==> config.mk <==
export PLATFORM = sky130hd
export DESIGN_NAME = shiftfu_multi
export DESIGN_NICKNAME = d
export VERILOG_FILES = /design/src/rtl/shift_pkg.sv /design/src/rtl/shift_step.sv /design/src/rtl/shiftfu_multi.sv
export SDC_FILE = /design/constraint.sdc
export NUM_CORES = 1
export LEC_CHECK = 0
export BUFFER_PORTS_ARGS = -buffer_cell sky130_fd_sc_hd__buf_2
export CAP_MARGIN = 20
export CORE_AREA = 2 2 72 74
export DETAILED_ROUTE_END_ITERATION = 7
export DIE_AREA = 0 0 74 76
export GPL_ROUTABILITY_DRIVEN = 0
export HOLD_SLACK_MARGIN = 0.1
export MAX_ROUTING_LAYER = met4
export PLACE_DENSITY = 0.72
export SLEW_MARGIN = 20
export SYNTH_ARGS = -nofsm -noshare
export SYNTH_HDL_FRONTEND = slang
export SYNTH_SLANG_ARGS = --single-unit
==> constraint.sdc <==
create_clock -name clk -period 1.57 [get_ports clk]
set_input_delay 0.314 -clock clk [delete_from_list [all_inputs] [get_ports clk]]
set_output_delay 0.314 -clock clk [all_outputs]
set_load 0.02 [all_outputs]
==> src/rtl/shift_pkg.sv <==
// Shared types and helpers for the iterative shift functional unit.
package shift_pkg;

   typedef enum logic [2:0] {
      MODE_SLL = 3'd0,
      MODE_SRL = 3'd1,
      MODE_SRA = 3'd2,
      MODE_ROL = 3'd3,
      MODE_ROR = 3'd4
   } shift_mode_e;

   typedef enum logic [1:0] {
      ST_IDLE   = 2'd0,
      ST_SHIFT  = 2'd1,
      ST_OUTPUT = 2'd2
   } shift_state_e;

   // Positions to shift this cycle: never more than what is left to do.
   function automatic int clamp_step(input int remaining, input int step);
      return (remaining < step) ? remaining : step;
   endfunction

endpackage

==> src/rtl/shift_step.sv <==
// Combinational single-step shifter: shifts value by s positions in the given mode.
module shift_step
   import shift_pkg::*;
#(
   parameter int WIDTH = 8,
   parameter int S_W   = $clog2(WIDTH) + 1
) (
   input  logic [WIDTH-1:0] value,
   input  logic [2:0]       mode,
   input  logic [S_W-1:0]   s,
   output logic [WIDTH-1:0] result
);

   logic [2*WIDTH-1:0] w_dbl_l;
   logic [2*WIDTH-1:0] w_dbl_r;

   // Rotates come from shifting a doubled copy and taking the wrapped half.
   assign w_dbl_l = {value, value} << s;
   assign w_dbl_r = {value, value} >> s;

   always_comb begin
      result = value << s;
      case (mode)
         MODE_SRL: result = value >> s;
         MODE_SRA: result = $signed(value) >>> s;
         MODE_ROL: result = w_dbl_l[2*WIDTH-1:WIDTH];
         MODE_ROR: result = w_dbl_r[WIDTH-1:0];
         default:  ;
      endcase
   end

endmodule

==> src/rtl/shiftfu_multi.sv <==
// Iterative multi-mode shift FU: latches one micro-op, shifts STEP positions per
// cycle, then holds the result until both the CDB and the ROB have taken it.
module shiftfu_multi
   import shift_pkg::*;
#(
   parameter int WIDTH   = 8,
   parameter int ROBID_W = 4,
   parameter int STEP    = 1
) (
   input  logic                    clk,
   input  logic                    rst,
   input  logic                    input_transmit,
   input  logic [7:0]              operand,
   input  logic [1:0][WIDTH-1:0]   depvals,
   input  logic [7:0]              wbs,
   input  logic [7:0]              flags,
   input  logic [ROBID_W-1:0]      robid,
   input  logic                    cdb_transmit,
   output logic                    cdb_transmit_out,
   output logic [ROBID_W-1:0]      cdb_id,
   output logic [WIDTH-1:0]        cdb_val,
   input  logic                    rob_transmit,
   output logic                    rob_transmit_out,
   output logic [ROBID_W-1:0]      robid_out,
   output logic [7:0]              flags_out,
   output logic [7:0]              wbs_out,
   output logic [WIDTH-1:0]        value_out,
   output logic                    busy
);

   localparam int AMT_W = $clog2(WIDTH);
   localparam int CNT_W = AMT_W + 1;

   shift_state_e       r_state;
   shift_state_e       w_next;
   logic [WIDTH-1:0]   r_work;
   logic [2:0]         r_mode;
   logic [CNT_W-1:0]   r_rem;
   logic [ROBID_W-1:0] r_robid;
   logic [7:0]         r_flags;
   logic [7:0]         r_wbs;
   logic               r_cdb_req;
   logic               r_rob_req;
   logic               r_cdb_pend;
   logic               r_rob_pend;
   logic               r_busy;

   logic [CNT_W-1:0]   w_amt;
   logic [CNT_W-1:0]   w_s;
   logic [WIDTH-1:0]   w_shifted;
   logic               w_cdb_done;
   logic               w_rob_done;
   logic               w_unused;

   assign w_amt      = {1'b0, depvals[1][AMT_W-1:0]};
   assign w_s        = CNT_W'(clamp_step(int'(r_rem), STEP));
   assign w_cdb_done = !r_cdb_pend || (r_cdb_req && cdb_transmit);
   assign w_rob_done = !r_rob_pend || (r_rob_req && rob_transmit);
   assign w_unused   = ^{operand[7:3], depvals[1][WIDTH-1:AMT_W]};

   shift_step #(.WIDTH(WIDTH), .S_W(CNT_W)) u_step (
      .value  (r_work),
      .mode   (r_mode),
      .s      (w_s),
      .result (w_shifted)
   );

   always_comb begin
      w_next = r_state;
      case (r_state)
         ST_IDLE:   if (input_transmit) w_next = (w_amt != '0) ? ST_SHIFT : ST_OUTPUT;
         ST_SHIFT:  if (w_s == r_rem) w_next = ST_OUTPUT;
         ST_OUTPUT: if (w_cdb_done && w_rob_done) w_next = ST_IDLE;
         default:   w_next = ST_IDLE;
      endcase
   end

   always_ff @(posedge clk) begin
      if (rst) begin
         r_state <= ST_IDLE;
         r_busy  <= 1'b0;
      end else begin
         r_state <= w_next;
         r_busy  <= (w_next != ST_IDLE);
      end
   end

   // Requests rise one cycle after OUTPUT is entered so every output stays registered.
   always_ff @(posedge clk) begin
      if (rst) begin
         r_work     <= '0;
         r_mode     <= '0;
         r_rem      <= '0;
         r_robid    <= '0;
         r_flags    <= '0;
         r_wbs      <= '0;
         r_cdb_req  <= 1'b0;
         r_rob_req  <= 1'b0;
         r_cdb_pend <= 1'b0;
         r_rob_pend <= 1'b0;
      end else begin
         case (r_state)
            ST_IDLE: begin
               if (input_transmit) begin
                  r_work  <= depvals[0];
                  r_mode  <= operand[2:0];
                  r_rem   <= w_amt;
                  r_robid <= robid;
                  r_flags <= flags;
                  r_wbs   <= wbs;
               end
            end
            ST_SHIFT: begin
               r_work <= w_shifted;
               r_rem  <= r_rem - w_s;
            end
            ST_OUTPUT: begin
               if (r_cdb_req && cdb_transmit) begin
                  r_cdb_req  <= 1'b0;
                  r_cdb_pend <= 1'b0;
               end else begin
                  r_cdb_req <= r_cdb_pend;
               end
               if (r_rob_req && rob_transmit) begin
                  r_rob_req  <= 1'b0;
                  r_rob_pend <= 1'b0;
               end else begin
                  r_rob_req <= r_rob_pend;
               end
            end
            default: ;
         endcase
         if (r_state != ST_OUTPUT && w_next == ST_OUTPUT) begin
            r_cdb_pend <= 1'b1;
            r_rob_pend <= 1'b1;
         end
      end
   end

   assign cdb_transmit_out = r_cdb_req;
   assign rob_transmit_out = r_rob_req;
   assign cdb_id           = r_robid;
   assign robid_out        = r_robid;
   assign cdb_val          = r_work;
   assign value_out        = r_work;
   assign flags_out        = r_flags;
   assign wbs_out          = r_wbs;
   assign busy             = r_busy;

endmodule

After elaboration in Yosys (flattened, before gate mapping)

Index checks and enable logic that the tools add are counted.

Register bits after elaboration: 42
Output and inout bits: 43
Input bits: 49

$lt $le $gt $ge: 1
Reductions and logical operators: 15
Shifts and indexed selects: 5
Eq/ne operators: 10
Add/sub/neg operators: 1
Mux-type cells: 17

Operator list:

| cell                                                       | count |
|---|---|
| case mux 8 bit (4 select lines)                            | 1 |
| case mux 8 bit (2 select lines)                            | 1 |
| << shifter 16 x 4 -> 16 bit                                | 1 |
| right shift 16 x 4 -> 8 bit                                | 1 |
| two-way mux 2 bit                                          | 4 |
| two-way mux 4 bit                                          | 2 |
| two-way mux 8 bit                                          | 1 |
| case mux 4 bit (2 select lines)                            | 1 |
| << shifter 8 x 4 -> 8 bit                                  | 1 |
| right shift 8 x 4 -> 8 bit                                 | 1 |
| >>> shifter 8 x 4 -> 8 bit                                 | 1 |
| == test 3 x 2 -> 1 bit, second input constant              | 2 |
| two-way mux 1 bit                                          | 6 |
| case mux 2 bit (3 select lines)                            | 1 |
| nonzero test 2 bit                                         | 3 |
| == test 2 bit, second input constant                       | 2 |
| == test 4 bit                                              | 1 |
| logical AND 1 bit                                          | 4 |
| less-than comparator 4 x 1 -> 1 bit, second input constant | 1 |
| inequality test 2 bit, second input constant               | 2 |
| AND reduction 2 bit                                        | 2 |
| nonzero test 4 bit                                         | 1 |
| subtractor 4 bit                                           | 1 |
| == test 3 x 1 -> 1 bit, second input constant              | 1 |
| 5 further kinds                                            | 7 |

Longest topological paths before layout

Depth after elaboration: 8
Depth in mapped cells: 7
Mapped depth without buffers: 7

By module

Synthesis repeated with hierarchy kept, for this count alone.

Cells, all modules: 417
Area, all modules: 3168.0 sq um

By module, submodules not included:

| module        | cells each | area an instance (sq um) | instances |
|---|---|---|---|
| shiftfu_multi | 227        | 1875.5                   | 1 |
| shift_step    | 190        | 1292.5                   | 1 |

Worst setup path after synthesis

OpenSTA, ideal clock, no wires.

Path type: flip-flop to flip-flop
Start point: register r_mode[1]
End point: register r_work[2], in the netlist cdb_val[2]
Arrival time: 1395 ps
Required time: 1458 ps
Setup time: 112 ps
Setup slack: 63 ps
Stages on the path, launching flop included: 6
Path through: dfxtp_1 > buf_6 > o21ai_0 > nand3_4 > mux2i_1 > a2111oi_1

Word-level cells in the longest chain between the ends: 3

RTL lines:

| what                                        | line                 | text |
|---|---|---|
| from (decl)                                 | shiftfu_multi.sv:37  | `logic [2:0] r_mode;` |
| from (signal assigned)                      | shiftfu_multi.sv:106 | `r_mode <= operand[2:0];` |
| == test 3 bit, or another cell as far along | shift_step.sv:23     | `case (mode)` |
| case mux 8 bit (4 select lines) (*)         | shift_step.sv:23     |  |
| case mux 8 bit (2 select lines) (*)         | shiftfu_multi.sv:102 | `case (r_state)` |
| to (signal assigned)                        | shiftfu_multi.sv:105 | `r_work <= depvals[0];` |
| to (signal assigned)                        | shiftfu_multi.sv:114 | `r_work <= w_shifted;` |
| to (decl)                                   | shiftfu_multi.sv:36  | `logic [WIDTH-1:0] r_work;` |

Every way passes the cells marked *; elsewhere a longest branch is shown, timed or not.
A chain may end at the register's enable or synchronous reset.

Worst setup path after layout

Start point: register r_mode[0]
End point: register r_work[4], in the netlist cdb_val[4]

The elaborated chain is that of the path after synthesis.

==> results.py <==
metrics = {
    "drt": {
        "avgViaCountPerCell": 4.71,
        "vias": 1810,
        "drc": 0,
        "ant_nets": 0,
        "dr.first_iter.drc_count": 47,
        "routed_wl_um": 4390,
        "first_pass_iters": 4,
        "route.detailed.wl_per_inst_um": 11.4,
    },
    "global_routing": {
        "grt_start_max_net_pins": 33,
        "grt_pass1_vias": 1673,
        "grt_overflow": 0,
        "grt.total_usage_pct": 16.5,
        "antenna_found_initial": 0,
        "grt_pass1_wl_um": 7250,
    },
    "yosys": {
        "synth_edf_count": 0,
        "syn_inst": 238,
        "synth_area_um2": 1950,
        "synth-main-ff-cell": "dfxtp_1",
        "ys_async_sr_fraction_pct": 0,
        "ys_types": 42,
        "synth_seq_cells": 42,
        "yosysWarnings": 0,
        "ys_seq_area_share_pct": 43.1,
        "synth_nets": 288,
        "avgSynthCellArea_um2": 8.19,
    },
    "setup_path": {
        "ff2ff_setup_slack_ns": 0.06,
        "cp.required_ns": 1.74,
        "crit_fanout": 7,
        "worstPathArrival_ns": 1.68,
        "reg2regPathDepth": 4,
        "startpoint_type": "flop",
        "cp-end-kind": "flop",
        "rr_endpoint": "cdb_val[4]$_SDFFE_PP0P_",
        "worstSetupPathType": "reg -> reg",
        "slowest_delay_ns": 0.41,
        "r2r-start": "r_mode[0]$_SDFFE_PP0P_",
        "crit_chain": "or3_4, nand3_4, mux2i_1, a2111oi_1",
        "cp_slowest_cell": "or3_4",
        "cp_top_family": "simple AND/OR/NAND/NOR gates",
        "critPathBufInv": 0,
    },
    "timing": {
        "setup_viol": 0,
        "relSlewSlack_pct": 73.9,
        "finClkSkew_ns": 0.00265,
        "drv_slew": 0,
        "tightest_slew_ns": 0.388,
        "min_period_ns": 1.51,
        "rsz0062_at_grt": "true",
        "period_share_pct": 96.0,
        "hold_viol_final": 0,
        "fmax_mhz": 663,
    },
    "floorplan": {
        "die_h_um": 76,
        "rows": 26,
        "die-area_um2": 5620,
        "coreArea_um2": 4910,
        "start_util_pct": 39.7,
        "io_pins": 92,
        "die_w_um": 74,
    },
    "place": {
        "hpwl_um": 3210,
        "dpl-instance-area_um2": 2400,
        "port_buffers": 81,
    },
    "layout": {
        "multi_input_area_um2": 963,
        "num-fill-cells": 516,
        "diodes": 0,
        "drive_gt1_share_pct": 37.6,
        "syn_to_final_growth_pct": 29.8,
        "layout_common_cells": "buf_2, nand2_1, dfxtp_1, a21oi_1, nor2_1",
        "fin_nets": 363,
        "final_cell_area_um2": 2530,
        "layout_commonest_cell": "buf_2",
        "seq_area_um2": 845,
    },
    "outcome": {
        "status": "complete, no violations",
    },
    "power": {
        "vdd_drop_max_mv": 0.645,
        "power_mw": 2.86,
        "leakage_nw": 1.17,
        "power_density_nw_per_um2": 1130,
    },
    "clocking": {
        "cts_inserted_buffers": 5,
        "hold_buffers": 0,
        "cts-htree-levels": 2,
        "numClockSinks": 42,
        "path_clk_slew_ns": 0.08,
        "root_buffer": "clkbuf_8",
        "cts_tree": "yes",
        "post_cts_buffers": 0,
        "clockBufferDepth": 2,
        "clk_latency_ns": 0.28,
    },
    "hold_path": {
        "min_path_cells": 3,
        "min_from": "wbs[4]",
        "min_to": "wbs_out[4]$_SDFFE_PP0P_",
        "hold_path.class": "in -> reg",
    },
    "flow_run": {
        "drv_cap": 0,
    },
}
-- metal layers --
layer / GRT usage, % / share of wire [%]
met3: 3.57 / 4.9
met4: 4.91 / 0.50
met1: 19.4 / 46
met2: 27.8 / 48
met5: - / 0
-- where the power goes --
part           leakage (nW)  switching, mW  internal (mW)
sequential            0.347         0.0869           1.17
clock                0.0579          0.357          0.468
combinational         0.767          0.461          0.320
total                  1.17          0.905           1.95
-- worst max-delay path by stage --
| stage | depth (start not counted) | slack [ns] | endpoint | from |
|---|---|---|---|---|
| final | 4 | 0.06 | cdb_val[4]$_SDFFE_PP0P_ | r_mode[0]$_SDFFE_PP0P_ |
| after global placement | 5 | 0.06 | cdb_val[4]$_SDFFE_PP0P_ | input_transmit |
| after floorplan | 5 | 0.06 | cdb_val[2]$_SDFFE_PP0P_ | r_mode[1]$_SDFFE_PP0P_ |
| after detailed placement | 5 | -0.04 | cdb_val[1]$_SDFFE_PP0P_ | input_transmit |
| after CTS | 4 | 0.006 | cdb_val[1]$_SDFFE_PP0P_ | r_mode[0]$_SDFFE_PP0P_ |
| after global routing | 4 | -0.03 | cdb_val[0]$_SDFFE_PP0P_ | r_rem[3]$_SDFFE_PP0P_ |
-- sequential cells by signal (all words and copies together), names as in the netlist, 2 cells and up --
| signal | count |
|---|---|
| r_mode | 3 |
| r_state | 2 |
| r_rem | 4 |
| flags_out | 8 |
| wbs_out | 8 |
| cdb_id | 4 |
| cdb_val | 8 |
-- worst register-to-register path, delay by kind of cell (launching register included) --
| kind | cells | cell delay (ns) |
|---|---|---|
| simple gates | 2 | 0.56 |
| compound gates | 1 | 0.38 |
| flops | 1 | 0.36 |
| mux | 1 | 0.10 |
-- stage by stage --
stage / cells / setup slack [ns] / setup TNS (ns) / util (%) / hold WS (ns)
2_1_floorplan: 238 / 0.0633 / 0 / - / 0.390
3_3_place_gp: 376 / 0.0567 / 0 / 48.8 / 0.439
3_5_place_dp: 376 / -0.0374 / -0.0374 / 48.8 / 0.443
4_1_cts: 384 / 0.00604 / 0 / 51.1 / 0.246
5_1_grt: 384 / -0.0271 / -0.0536 / 51.5 / 0.248
6_report: 384 / 0.0627 / 0 / 51.5 / 0.258
-- logic make-up (layout without fill, tap and decap cells) --
logic type	after synthesis	after routing	share of synthesized area [%]
fa+ha+maj	1	1	0.642
compound gates	60	60	20.0
mux	6	6	3.08
flops	42	42	43.1
xor+xnor	1	1	0.449
buf+inv	29	105	8.92
simple gates	99	99	23.8
-- area by class of cell --
class / instances / area share (%)
clock buffers: 5 / 2.72
clock inverters: 3 / 1.58
inverters: 3 / 0.445
multi-input cells: 167 / 38.1
flip-flops and latches: 42 / 33.4
well taps: 70 / 3.46
repair buffers: 94 / 20.4
-- cell usage after synthesis, drive strengths merged (3+ instances only) --
master   number  area [um^2]
a2111oi       7         80.1
a21oi        33          165
buf          20          140
clkbuf        6         22.5
dfxtp        42          841
inv           3         11.3
mux2i         6         60.1
nand2        57          214
nand3         3         27.5
nor2         22         82.6
nor4          3         33.8
o21a          3         22.5
o21ai         6         33.8
-- timing repair --
action                                  in CTS  in global routing
resized for setup                            2                  6
pin swaps                                    0                  3
endpoints found under the setup margin       2                  7
endpoints found under the hold margin        0                  0
cloned                                       0                  0
Note: power is estimated with default switching activity, not from simulation.
